[config.mk]
export PLATFORM = sky130hd
export DESIGN_NAME = mem_arbiter
export DESIGN_NICKNAME = d
export VERILOG_FILES = /design/src/rtl/mem_arbiter.sv
export SDC_FILE = /design/constraint.sdc
export NUM_CORES = 1
export LEC_CHECK = 0
export CELL_PAD_IN_SITES_DETAIL_PLACEMENT = 0
export CELL_PAD_IN_SITES_GLOBAL_PLACEMENT = 2
export CORE_ASPECT_RATIO = 1.25
export CORE_MARGIN = 4
export CORE_UTILIZATION = 20
export CTS_CLUSTER_DIAMETER = 40
export DETAILED_ROUTE_END_ITERATION = 7
export GPL_TIMING_DRIVEN = 0
export PLACE_DENSITY = 0.95
export RECOVER_POWER = 50
export SLEW_MARGIN = 20
export SYNTH_ARGS = -nofsm -noshare
export SYNTH_HDL_FRONTEND = slang
export SYNTH_SLANG_ARGS = --single-unit
[constraint.sdc]
create_clock -name clk -period 3.4 [get_ports clk]
set_clock_uncertainty 0.05 [all_clocks]
set_input_delay 0.34 -clock clk [delete_from_list [all_inputs] [get_ports clk]]
set_output_delay 0.34 -clock clk [all_outputs]
set_load 0.1 [all_outputs]
[src/rtl/mem_arbiter.sv]
// mem_arbiter: shares one synchronous memory port between fetch (F) and stack (S), S priority with starvation guard.
// Optional grant counters built when MEM_ARBITER_STATS_EN is defined.
module mem_arbiter #(
  parameter int AW = 16,
  parameter int DW = 16,
  parameter int STARVE_LIMIT = 4
) (
  input  logic          clk,
  input  logic          rst,
  input  logic          f_req,
  input  logic [AW-1:0] f_addr,
  output logic          f_ack,
  output logic [DW-1:0] f_rdata,
  input  logic          s_req,
  input  logic          s_we,
  input  logic [AW-1:0] s_addr,
  input  logic [DW-1:0] s_wdata,
  output logic          s_ack,
  output logic [DW-1:0] s_rdata,
  output logic [AW-1:0] mem_addr,
  output logic [DW-1:0] mem_wdata,
  output logic          mem_we,
  input  logic [DW-1:0] mem_rdata,
  output logic [15:0]   f_grants,
  output logic [15:0]   s_grants
);
  localparam logic [3:0] LIM = 4'(STARVE_LIMIT);
  typedef enum logic [1:0] {IDLE, ACCESS, RESP} state_t;
  state_t state, state_nx;
  logic owner_s;
  logic [3:0] starve_cnt;
  logic grant_f, grant_s;
  always_comb begin
    grant_f = (state == IDLE) && f_req && (!s_req || starve_cnt == LIM);
    grant_s = (state == IDLE) && s_req && !grant_f;
    state_nx = (state == IDLE) ? ((grant_f || grant_s) ? ACCESS : IDLE) :
               (state == ACCESS) ? RESP : IDLE;
  end
  always_ff @(posedge clk or posedge rst)
    if (rst) state <= IDLE;
    else state <= state_nx;
  always_ff @(posedge clk or posedge rst) begin
    if (rst) begin
      mem_addr <= '0;
      mem_wdata <= '0;
      mem_we <= 1'b0;
      owner_s <= 1'b0;
      starve_cnt <= '0;
    end else begin
      if (grant_f || grant_s) begin
        mem_addr <= grant_s ? s_addr : f_addr;
        owner_s <= grant_s;
        mem_we <= grant_s && s_we;
      end else if (state == ACCESS) mem_we <= 1'b0;
      if (grant_s) mem_wdata <= s_wdata;
      if (grant_f) starve_cnt <= '0;
      else if (grant_s) starve_cnt <= !f_req ? 4'd0 : (starve_cnt == LIM) ? starve_cnt : starve_cnt + 4'd1;
    end
  end
  assign f_ack = (state == RESP) && !owner_s;
  assign s_ack = (state == RESP) && owner_s;
  assign f_rdata = f_ack ? mem_rdata : '0;
  assign s_rdata = s_ack ? mem_rdata : '0;
`ifdef MEM_ARBITER_STATS_EN
  always_ff @(posedge clk or posedge rst) begin
    if (rst) begin
      f_grants <= '0;
      s_grants <= '0;
    end else begin
      if (grant_f && f_grants != 16'hFFFF) f_grants <= f_grants + 16'd1;
      if (grant_s && s_grants != 16'hFFFF) s_grants <= s_grants + 16'd1;
    end
  end
`else
  assign f_grants = '0;
  assign s_grants = '0;
`endif
endmodule
==> results of run 1 <==
==> layout by cell type (no fill, tap or decap), drive strengths merged, types with 2 or more instances in the layout <==
master,netlist,layout
a31oi,2,2
and2,32,32
buf,35,35
clkbuf,7,15
clkdlybuf4s50,0,92
clkinvlp,0,2
conb,1,32
dfrtp,40,40
dlygate4sd2,0,7
dlygate4sd3,0,24
dlymetal6s2s,0,10
ha,2,2
inv,6,6
mux2,16,16
nand3,5,5
nand3b,17,17
nand4b,2,2
nor3b,2,2
o21ai,2,2
o221a,16,16
==> final cells by class <==
| class | count | area, µm² | share of cell area (%) |
|---|---|---|---|
| Inverter | 6 | 22.5 | 0.560 |
| Timing Repair Buffer | 136 | 1360 | 33.9 |
| Buffer | 42 | 297 | 7.38 |
| Clock inverter | 3 | 23.8 | 0.592 |
| Sequential cell | 40 | 1000 | 24.9 |
| Multi-Input combinational cell | 140 | 1020 | 25.5 |
| Tap cell | 132 | 165 | 4.11 |
| Clock buffer | 5 | 125 | 3.11 |
==> state kept, by name (all words and copies together), names as in the netlist <==
register	cells
mem_we	1
starve_cnt	4
mem_addr	16
mem_wdata	16
owner_s	1
state	2
==> worst reg2reg max path, cell delays in order, from the launching register on <==
cell and delay [ps]:
dfrtp_1 460, nor3b_1 1400, nand2_4 200, buf_4 280, mux2_1 330
==> what timing repair did <==
action | CTS | global route
endpoints found under the setup margin | 9 | 20
endpoints found under the hold margin | 0 | 0
resized for setup | 9 | 15
==> layer usage <==
layer | GRT usage, % | vias to the layer above | share of wire, %
met2 | 19.6 | 152 | 46
li1 | - | 982 | -
met3 | 6.53 | 5 | 18
met5 | 0 | - | 0
met1 | 12.2 | 965 | 35
met4 | 3.01 | 0 | 1.2
==> path summary, 6_finish.rpt <==
kind | from | endpoint | slack [ps] | cells past startpoint
hold reg to reg | mem_wdata[3] | mem_wdata[3] | 440 | 1
setup reg to reg | state[0] | mem_wdata[9] | 580 | 4
min in group asynchronous | rst | mem_addr[11] | 620 | 2
max in group asynchronous | rst | starve_cnt[3] | 1110 | 3
setup / recovery | state[0] | s_ack | 280 | 4
hold / removal | mem_wdata[3] | mem_wdata[3] | 440 | 1
==> cells by family (layout without fill, tap and decap cells) <==
group                    count (synthesis)  count (layout)  share of synthesized area, %
buffers and inverters                   48             192                          14.3
AO/OA/AOI/OAI                           24              24                          10.6
flip-flops                              40              40                          44.8
multiplexers                            16              16                          8.07
adder cells (fa/ha/maj)                  2               2                          1.12
other                                    1              32                         0.168
AND/OR/NAND/NOR                         66              66                          20.9
==> through the flow <==
step	hold slack [ps]	instances	setup WS, ps	cell area, µm²
final	436	504	280	4020
after global placement	422	495	193	3870
after CTS	374	504	0.493	4030
after detailed placement	432	496	181	3890
after global routing	458	504	76.2	4020
after floorplan	414	228	254	2350
==> summary.md, run 1 <==
| Metric | Value |
|---|---|
| Synth warn | `0` |
| Post-Syn Instances | `between 150 and 200` |
| Deepest clock path buffer count | `2` |
| First-pass GRT wire length | `~12000 µm` |
| WP data required | `3010 ps` |
| Crit-path max cell delay | `1200 ps` |
| Slowest cell on the critical path | `clkdlybuf4s50_1` |
| Clock sinks | `40` |
| Synth unique cells | `32` |
| Via density | `4.17` |
| Status | `finished, violations left` |
| IO Pins | `between 150 and 200` |
| Seq/Total Area, Yosys | `44.8%` |
| Main area contributors after synthesis | `dfrtp_1, buf_4, and2_1, mux2_1, nand3b_1` |
| Slew Limit Fails | `11` |
| Setup-failing EPs final | `0` |
| CTS clk-pin slew, worst paths | `~60 ps` |
| Post-layout minimum cycle time | `between 3000 and 4000 ps` |
| Clk Latency, worst-skew pair | `280 ps` |
| Total Die Area | `between 10000 and 15000 µm²` |
| Critical path buffers and inverters | `3` |
| Most frequent cell after synthesis | `dfrtp_1` |
| Total Wirelength | `~7600 µm` |
| Initial DRC Count | `37` |
| Residual DRC count | `0` |
| WS Path Type | `reg2out` |
| RSZ-0062 raised after global routing | `false` |
| Clk root buf | `clkbuf_16` |
| Startpoint Class | `flop` |
| Tightest Pin Transition | `~1700 ps` |
| Failing checks | `capacitance limit, slew limit` |
| Relative slew slack | `-16.4%` |
| Hold Path Class | `reg2reg` |
| Starting density of the core | `between 20 and 25%` |
| Synth area leader | `dfrtp_1` |
| Filler cells | `around 1100` |
| Hold Fails Final Rpt | `0` |
| Kind of end point of the critical path | `output port` |
| Post-layout util | `37.3%` |
| Crit Path Max Fanout | `10` |
| Crit-path leading delay family | `buffers and inverters` |
| CTS buffer count | `5` |
| Critical path cell sequence | `and3b_1 > clkbuf_1 > clkbuf_1 > clkdlybuf4s50_1` |
| EDFF count, synth | `0` |
| Final period utilization | `between 90% and 100%` |
| CTS Hold Buffers Added | `0` |
| Total Neg Setup Slack | `0 ps` |
| Post-Synthesis Cell Area | `approximately 2200 µm²` |
| CORE AREA | `between 10000 and 15000 µm²` |
| Total GRT Usage | `11.6%` |
| Die Span Y | `about 130 µm` |
| Antenna cells | `0` |
| Ratio of cells with drive above 1 in the final layout | `roughly 15%` |
| Largest net degree at the start of global routing | `22` |
| Vias | `approximately 2100` |
| Post-CTS setup buffers | `0` |
| Number of global-route vias before repair | `roughly 2200` |
| GRT Residual Overflow | `0` |
| Ys flop type | `dfrtp_1` |
| Die width | `between 100 and 150 µm` |
| Initial DRT Pass Iterations | `4` |
| DP Wirelength | `about 6000 µm` |
| Most frequent cells after synthesis | `dfrtp_1, buf_4, and2_1` |
| Port bufs | `roughly 140` |
| Row count | `42` |
| Routability cong. | `0.729` |
| Initial antenna violation count | `0` |
| Syn Area/Cell | `around 11 µm²` |
| Max-cap violations | `1` |
| CP most frequent cell | `clkbuf_1` |
| Data arrival, critical path | `approximately 2700 ps` |
| Asr flop ratio synth | `100%` |
| Area grow syn2layout | `79.9%` |
| Synth top area share | `44.8%` |
| H-tree lvl count | `2` |
| Final ANT Viol Nets | `0` |
| Max Freq | `approximately 320 MHz` |
| Flops & latches, synth | `40` |
| CTS tree | `built` |
| Fin nets | `between 400 and 500` |
| Drt wl/cell | `approximately 15 µm` |
Power of run 1 is not shown: default switching activity piles up to over one toggle a cycle in this logic, so the estimate is an artifact.
==> run 2: changes to the inputs <==
--- a/config.mk
+++ b/config.mk
@@ -7,13 +7,13 @@
 export LEC_CHECK = 0
 export CELL_PAD_IN_SITES_DETAIL_PLACEMENT = 0
 export CELL_PAD_IN_SITES_GLOBAL_PLACEMENT = 2
-export CORE_ASPECT_RATIO = 1.25
 export CORE_MARGIN = 4
 export CORE_UTILIZATION = 20
+export CTS_BUF_LIST = sky130_fd_sc_hd__clkbuf_16
 export CTS_CLUSTER_DIAMETER = 40
 export DETAILED_ROUTE_END_ITERATION = 7
 export GPL_TIMING_DRIVEN = 0
-export PLACE_DENSITY = 0.95
+export PLACE_DENSITY_LB_ADDON = 0.1
 export RECOVER_POWER = 50
 export SLEW_MARGIN = 20
 export SYNTH_ARGS = -nofsm -noshare
==> run 2 against run 1 <==
The run still ends with capacitance limit, slew limit left. Cell area increased by 0.19%. Via count decreased by 6.3%. Highest routed layer unchanged. Register-to-register slack improved by 100 ps. Worst hold slack about the same. Global-route usage decreased by 1.1 points. Routed wire length decreased by 6.3%. Critical path type unchanged. Critical path depth unchanged.
==> summary.md, run 2 (synthesized netlist as in run 1, its figures left out) <==
| Metric | Value |
|---|---|
| Residual DRC count | `0` |
| Crit-path leading delay family | `buffers and inverters` |
| GR Layer Usage met1 | `13.1%` |
| Final period utilization | `approximately nine tenths` |
| Total Neg Setup Slack | `0 ps` |
| Most Used Layer, Global Route | `met2` |
| Post-CTS setup buffers | `0` |
| Data arrival, critical path | `about 2700 ps` |
| Hold Fails Final Rpt | `0` |
| Clk Latency, worst-skew pair | `about 280 ps` |
| Tightest Pin Transition | `1640 ps` |
| Worst Hold Slack | `about 440 ps` |
| Max-cap violations | `1` |
| Total Wirelength | `just over 7000 µm` |
| Critical path cell sequence | `and3b_1 > clkbuf_1 > clkbuf_1 > clkdlybuf4s50_1` |
| Clock sinks | `40` |
| Drt wl/cell | `roughly 14 µm` |
| Fin nets | `between 400 and 500` |
| Clk root buf | `clkbuf_16` |
| Total GRT Usage | `between 10% and 20%` |
| Number of global-route vias before repair | `between 2000 and 2500` |
| CTS Hold Buffers Added | `0` |
| Die Span Y | `approximately 110 µm` |
| Post-layout minimum cycle time | `3120 ps` |
| GRT Residual Overflow | `0` |
| Slowest cell on the critical path | `clkdlybuf4s50_1` |
| H-tree lvl count | `2` |
| Failing checks | `capacitance limit, slew limit` |
| CORE AREA | `between 10000 and 15000 µm²` |
| Routability cong. | `0.740` |
| Area grow syn2layout | `80.3%` |
| Initial DRT Pass Iterations | `4` |
| Filler cells | `between 1000 and 1500` |
| Worst slack at placement | `roughly 100 ps` |
| Area taken by multi-input logic gates | `between 1000 and 1500 µm²` |
| Kind of end point of the critical path | `output port` |
| RSZ-0062 raised after global routing | `false` |
| Crit Path Max Fanout | `10` |
| Commonest cells after routing, fill and taps aside | `clkdlybuf4s50_1, dfrtp_1, buf_4` |
| CP most frequent cell | `clkbuf_1` |
| CTS buffer count | `5` |
| Row count | `38` |
| Max Freq | `approximately 320 MHz` |
| Placed Cells incl. Taps | `around 500` |
| Antenna cells | `0` |
| Initial antenna violation count | `0` |
| CTS clk-pin slew, worst paths | `roughly 60 ps` |
| Largest net degree at the start of global routing | `22` |
| Hold Path Class | `reg2reg` |
| Met2 GRT Util | `17.6%` |
| Crit-path max cell delay | `about 1200 ps` |
| Ratio of cells with drive above 1 in the final layout | `between 10% and 20%` |
| Relative slew slack | `-9.90%` |
| Setup-failing EPs final | `0` |
| Via density | `3.85` |
| IO Pins | `between 150 and 200` |
| First-pass GRT wire length | `10900 µm` |
| FF/Latch Area | `between 1000 and 1500 µm²` |
| Grt met3 use | `3.08%` |
| Most common cell after layout, fill and taps aside | `clkdlybuf4s50_1` |
| Largest regs | `mem_addr (16), mem_wdata (16), starve_cnt (4)` |
| CTS tree | `built` |
| Non-filler cells, final | `between 500 and 600` |
| WP data required | `3010 ps` |
| Slew Limit Fails | `11` |
| Starting density of the core | `20.5%` |
| Port bufs | `~140` |
| Fin worst setup slack | `approximately 280 ps` |
| Final ANT Viol Nets | `0` |
| Critical path buffers and inverters | `3` |
| DP Wirelength | `around 5600 µm` |
| WS Path Type | `reg2out` |
| Initial DRC Count | `between 50 and 60` |
| Startpoint Class | `flop` |
| Total Die Area | `12900 µm²` |
| Die width | `roughly 110 µm` |
| Deepest clock path buffer count | `2` |
| Vias | `about 2000` |
| Status | `finished, violations left` |
run 2: cell types whose count changed in the layout (fill, tap and decap cells not counted), moves of 2 or more:
cell,before,now
clkbuf_2,2,0
clkdlybuf4s50_1,92,102
clkinv_1,0,2
clkinvlp_4,2,0
dlygate4sd2_1,7,10
dlygate4sd3_1,24,14
run 2: area by class of cell:
| class | count | share of cell area, % |
|---|---|---|
| multi-input combinational | 140 | 25.1 |
| sequential | 40 | 24.9 |
| timing repair buffer | 136 | 33.9 |
| buffer | 42 | 7.18 |
| tap | 140 | 4.35 |
| clock inverter | 3 | 0.932 |
| inverter | 6 | 0.559 |
| clock buffer | 5 | 3.11 |
run 2: metal layers:
metal,up-vias,part of all wire (%)
met5,-,0
met3,4,9.0
met4,0,1.1
met1,904,41
met2,84,49
li1,979,-
run 2: path summary, 6_finish.rpt:
kind                               from             to  slack [ps]  depth (start not counted)
min reg2reg                mem_wdata[3]   mem_wdata[3]         440                          1
min in group asynchronous           rst   mem_wdata[7]         610                          2
max reg2reg                    state[0]  mem_wdata[13]         680                          4
min                        mem_wdata[3]   mem_wdata[3]         440                          1
max in group asynchronous           rst    mem_addr[7]        1200                          3
max                            state[0]          s_ack         280                          4
run 2: metrics by stage:
stage / util (%) / cell area (µm²)
floorplan: - / 2350
CTS: 37.2 / 4050
global placement: 35.6 / 3880
global route: 37.0 / 4030
finish: 37.0 / 4030
detailed placement: 35.9 / 3900
run 2: timing repair:
item | CTS | global route
resized for setup | 10 | 10
endpoints found under the setup margin | 10 | 24
cloned | 0 | 0
Power of run 2 is left out for the same reason.
==> run 3: changes to the inputs <==
--- a/config.mk
+++ b/config.mk
@@ -5,6 +5,7 @@
 export SDC_FILE = /design/constraint.sdc
 export NUM_CORES = 1
 export LEC_CHECK = 0
+export CAP_MARGIN = 10
 export CELL_PAD_IN_SITES_DETAIL_PLACEMENT = 0
 export CELL_PAD_IN_SITES_GLOBAL_PLACEMENT = 2
 export CORE_MARGIN = 4
@@ -15,6 +16,7 @@
 export GPL_TIMING_DRIVEN = 0
 export PLACE_DENSITY_LB_ADDON = 0.1
 export RECOVER_POWER = 50
+export REMOVE_ABC_BUFFERS = 1
 export SLEW_MARGIN = 20
 export SYNTH_ARGS = -nofsm -noshare
 export SYNTH_HDL_FRONTEND = slang
==> run 3 against run 2 <==
The flow still finishes with violations (capacitance limit, slew limit). First-iteration DRC count rose by 1.9%. Fmax rose by 2.4%. Utilization down 2.7 points. Count of clock-buffer cells in the layout is the same. Routed wire length shrank 3.2%. Sequential share of layout area is 2.0 points higher.
==> summary.md, run 3 (synthesized netlist as in run 1, its figures left out) <==
| Metric | Value |
|---|---|
| Status | `finished, violations left` |
| Failing checks | `capacitance limit, slew limit` |
| Total GRT Usage | `10.4%` |
| Worst Hold Slack | `roughly 430 ps` |
| Residual DRC count | `0` |
| Crit-path leading delay family | `buffers and inverters` |
| Post-CTS Resized | `0` |
| Most common cell after layout, fill and taps aside | `clkdlybuf4s50_1` |
| Ratio of cells with drive above 1 in the final layout | `5.72%` |
| GRT Residual Overflow | `0` |
| RSZ-0062 raised after global routing | `false` |
| H-tree lvl count | `2` |
| Tightest Pin Transition | `roughly 1600 ps` |
| Final period utilization | `around nine tenths` |
| DP Wirelength | `approximately 5200 µm` |
| Area grow syn2layout | `66.9%` |
| Post-layout minimum cycle time | `between 3000 and 4000 ps` |
| Final ANT Viol Nets | `0` |
| Setup-failing EPs final | `0` |
| Critical path buffers and inverters | `1` |
| Deepest clock path buffer count | `2` |
| WS Path Type | `reg2out` |
| Reg2reg path depth | `5` |
| First-pass GRT wire length | `between 10000 and 15000 µm` |
| Total Die Area | `between 10000 and 15000 µm²` |
| Via density | `4.01` |
| IO Pins | `~170` |
| Clk Latency, worst-skew pair | `270 ps` |
| Max Freq | `329 MHz` |
| Total Wirelength | `around 7000 µm` |
| Post-CTS setup buffers | `0` |
| Slew Limit Fails | `30` |
| CORE AREA | `10900 µm²` |
| Crit Path Max Fanout | `17` |
| Largest regs | `mem_addr (16), mem_wdata (16), starve_cnt (4)` |
| Commonest cells after routing, fill and taps aside | `clkdlybuf4s50_1, dfrtp_1, and2_1, conb_1, dlygate4sd3_1` |
| CTS Hold Buffers Added | `0` |
| CTS tree | `built` |
| Clock sinks | `40` |
| Largest net degree at the start of global routing | `30` |
| Starting density of the core | `around 20%` |
| CTS clk-pin slew, worst paths | `60 ps` |
| Crit-path max cell delay | `roughly 1200 ps` |
| Drt wl/cell | `between 10 and 15 µm` |
| Initial DRT Pass Iterations | `4` |
| Fin nets | `403` |
| Max-cap violations | `1` |
| Die width | `~110 µm` |
| Hold Fails Final Rpt | `0` |
| Row count | `38` |
| Hold depth | `1` |
| Port bufs | `about 140` |
| Data arrival, critical path | `around 2700 ps` |
| WP data required | `around 3000 ps` |
| Startpoint Class | `flop` |
| Number of global-route vias before repair | `between 2000 and 2500` |
| Initial antenna violation count | `0` |
| Die Span Y | `roughly 110 µm` |
| Routability cong. | `0.705` |
| Initial DRC Count | `between 50 and 60` |
| Antenna cells | `0` |
| Critical path cell sequence | `and3b_1 > and2_1 > clkdlybuf4s50_1` |
| CTS buffer count | `5` |
| Kind of end point of the critical path | `output port` |
| Clk root buf | `clkbuf_16` |
| Vias | `between 1500 and 2000` |
| Hold Path Class | `reg2reg` |
| WP depth | `3` |
| Relative slew slack | `-9.60%` |
| Slowest cell on the critical path | `clkdlybuf4s50_1` |
==> run 3: cell count changes in the layout (fill, tap and decap cells not counted), sizes merged <==
cell	change
buf	-32
bufinv	-1
clkbuf	-7
clkdlybuf4s50	+5
dlygate4sd2	-10
dlygate4sd3	+14
dlymetal6s2s	-9
==> run 3: area by class of cell <==
class / instances / area [µm²]
clock buffers: 5 / 125
clock inverters: 2 / 7.51
fillers: 1156 / 7160
inverters: 6 / 22.5
multi-input cells: 140 / 1020
flip-flops and latches: 40 / 1000
well taps: 140 / 175
repair buffers: 139 / 1370
==> run 3: per-layer routing <==
metal,GRT usage (%),routed length [µm]
met2,16.3,2940
met5,0,0
met1,13.2,2920
met3,5.31,957
met4,1.92,38
==> run 3: worst paths after layout <==
check                      slack, ps            to          start
setup reg to reg                 810  mem_wdata[4]  starve_cnt[0]
hold / removal                   430  mem_wdata[9]   mem_wdata[9]
setup / recovery                 360    s_rdata[8]       state[0]
min in group asynchronous        470  mem_wdata[7]            rst
max in group asynchronous        940  mem_addr[14]            rst
hold reg to reg                  430  mem_wdata[9]   mem_wdata[9]
==> run 3: per-stage QoR <==
step | area (µm²) | cells | setup WS, ps | util (%) | TNS (ps)
2_1_floorplan | 2050 | 186 | -1210 | - | -19560
3_3_place_gp | 3580 | 461 | -435 | 32.9 | -12170
3_5_place_dp | 3640 | 465 | 445 | 33.4 | 0
4_1_cts | 3770 | 472 | 282 | 34.6 | 0
5_1_grt | 3730 | 472 | 191 | 34.2 | 0
6_report | 3730 | 472 | 356 | 34.2 | 0
Power of run 3 is left out for the same reason.
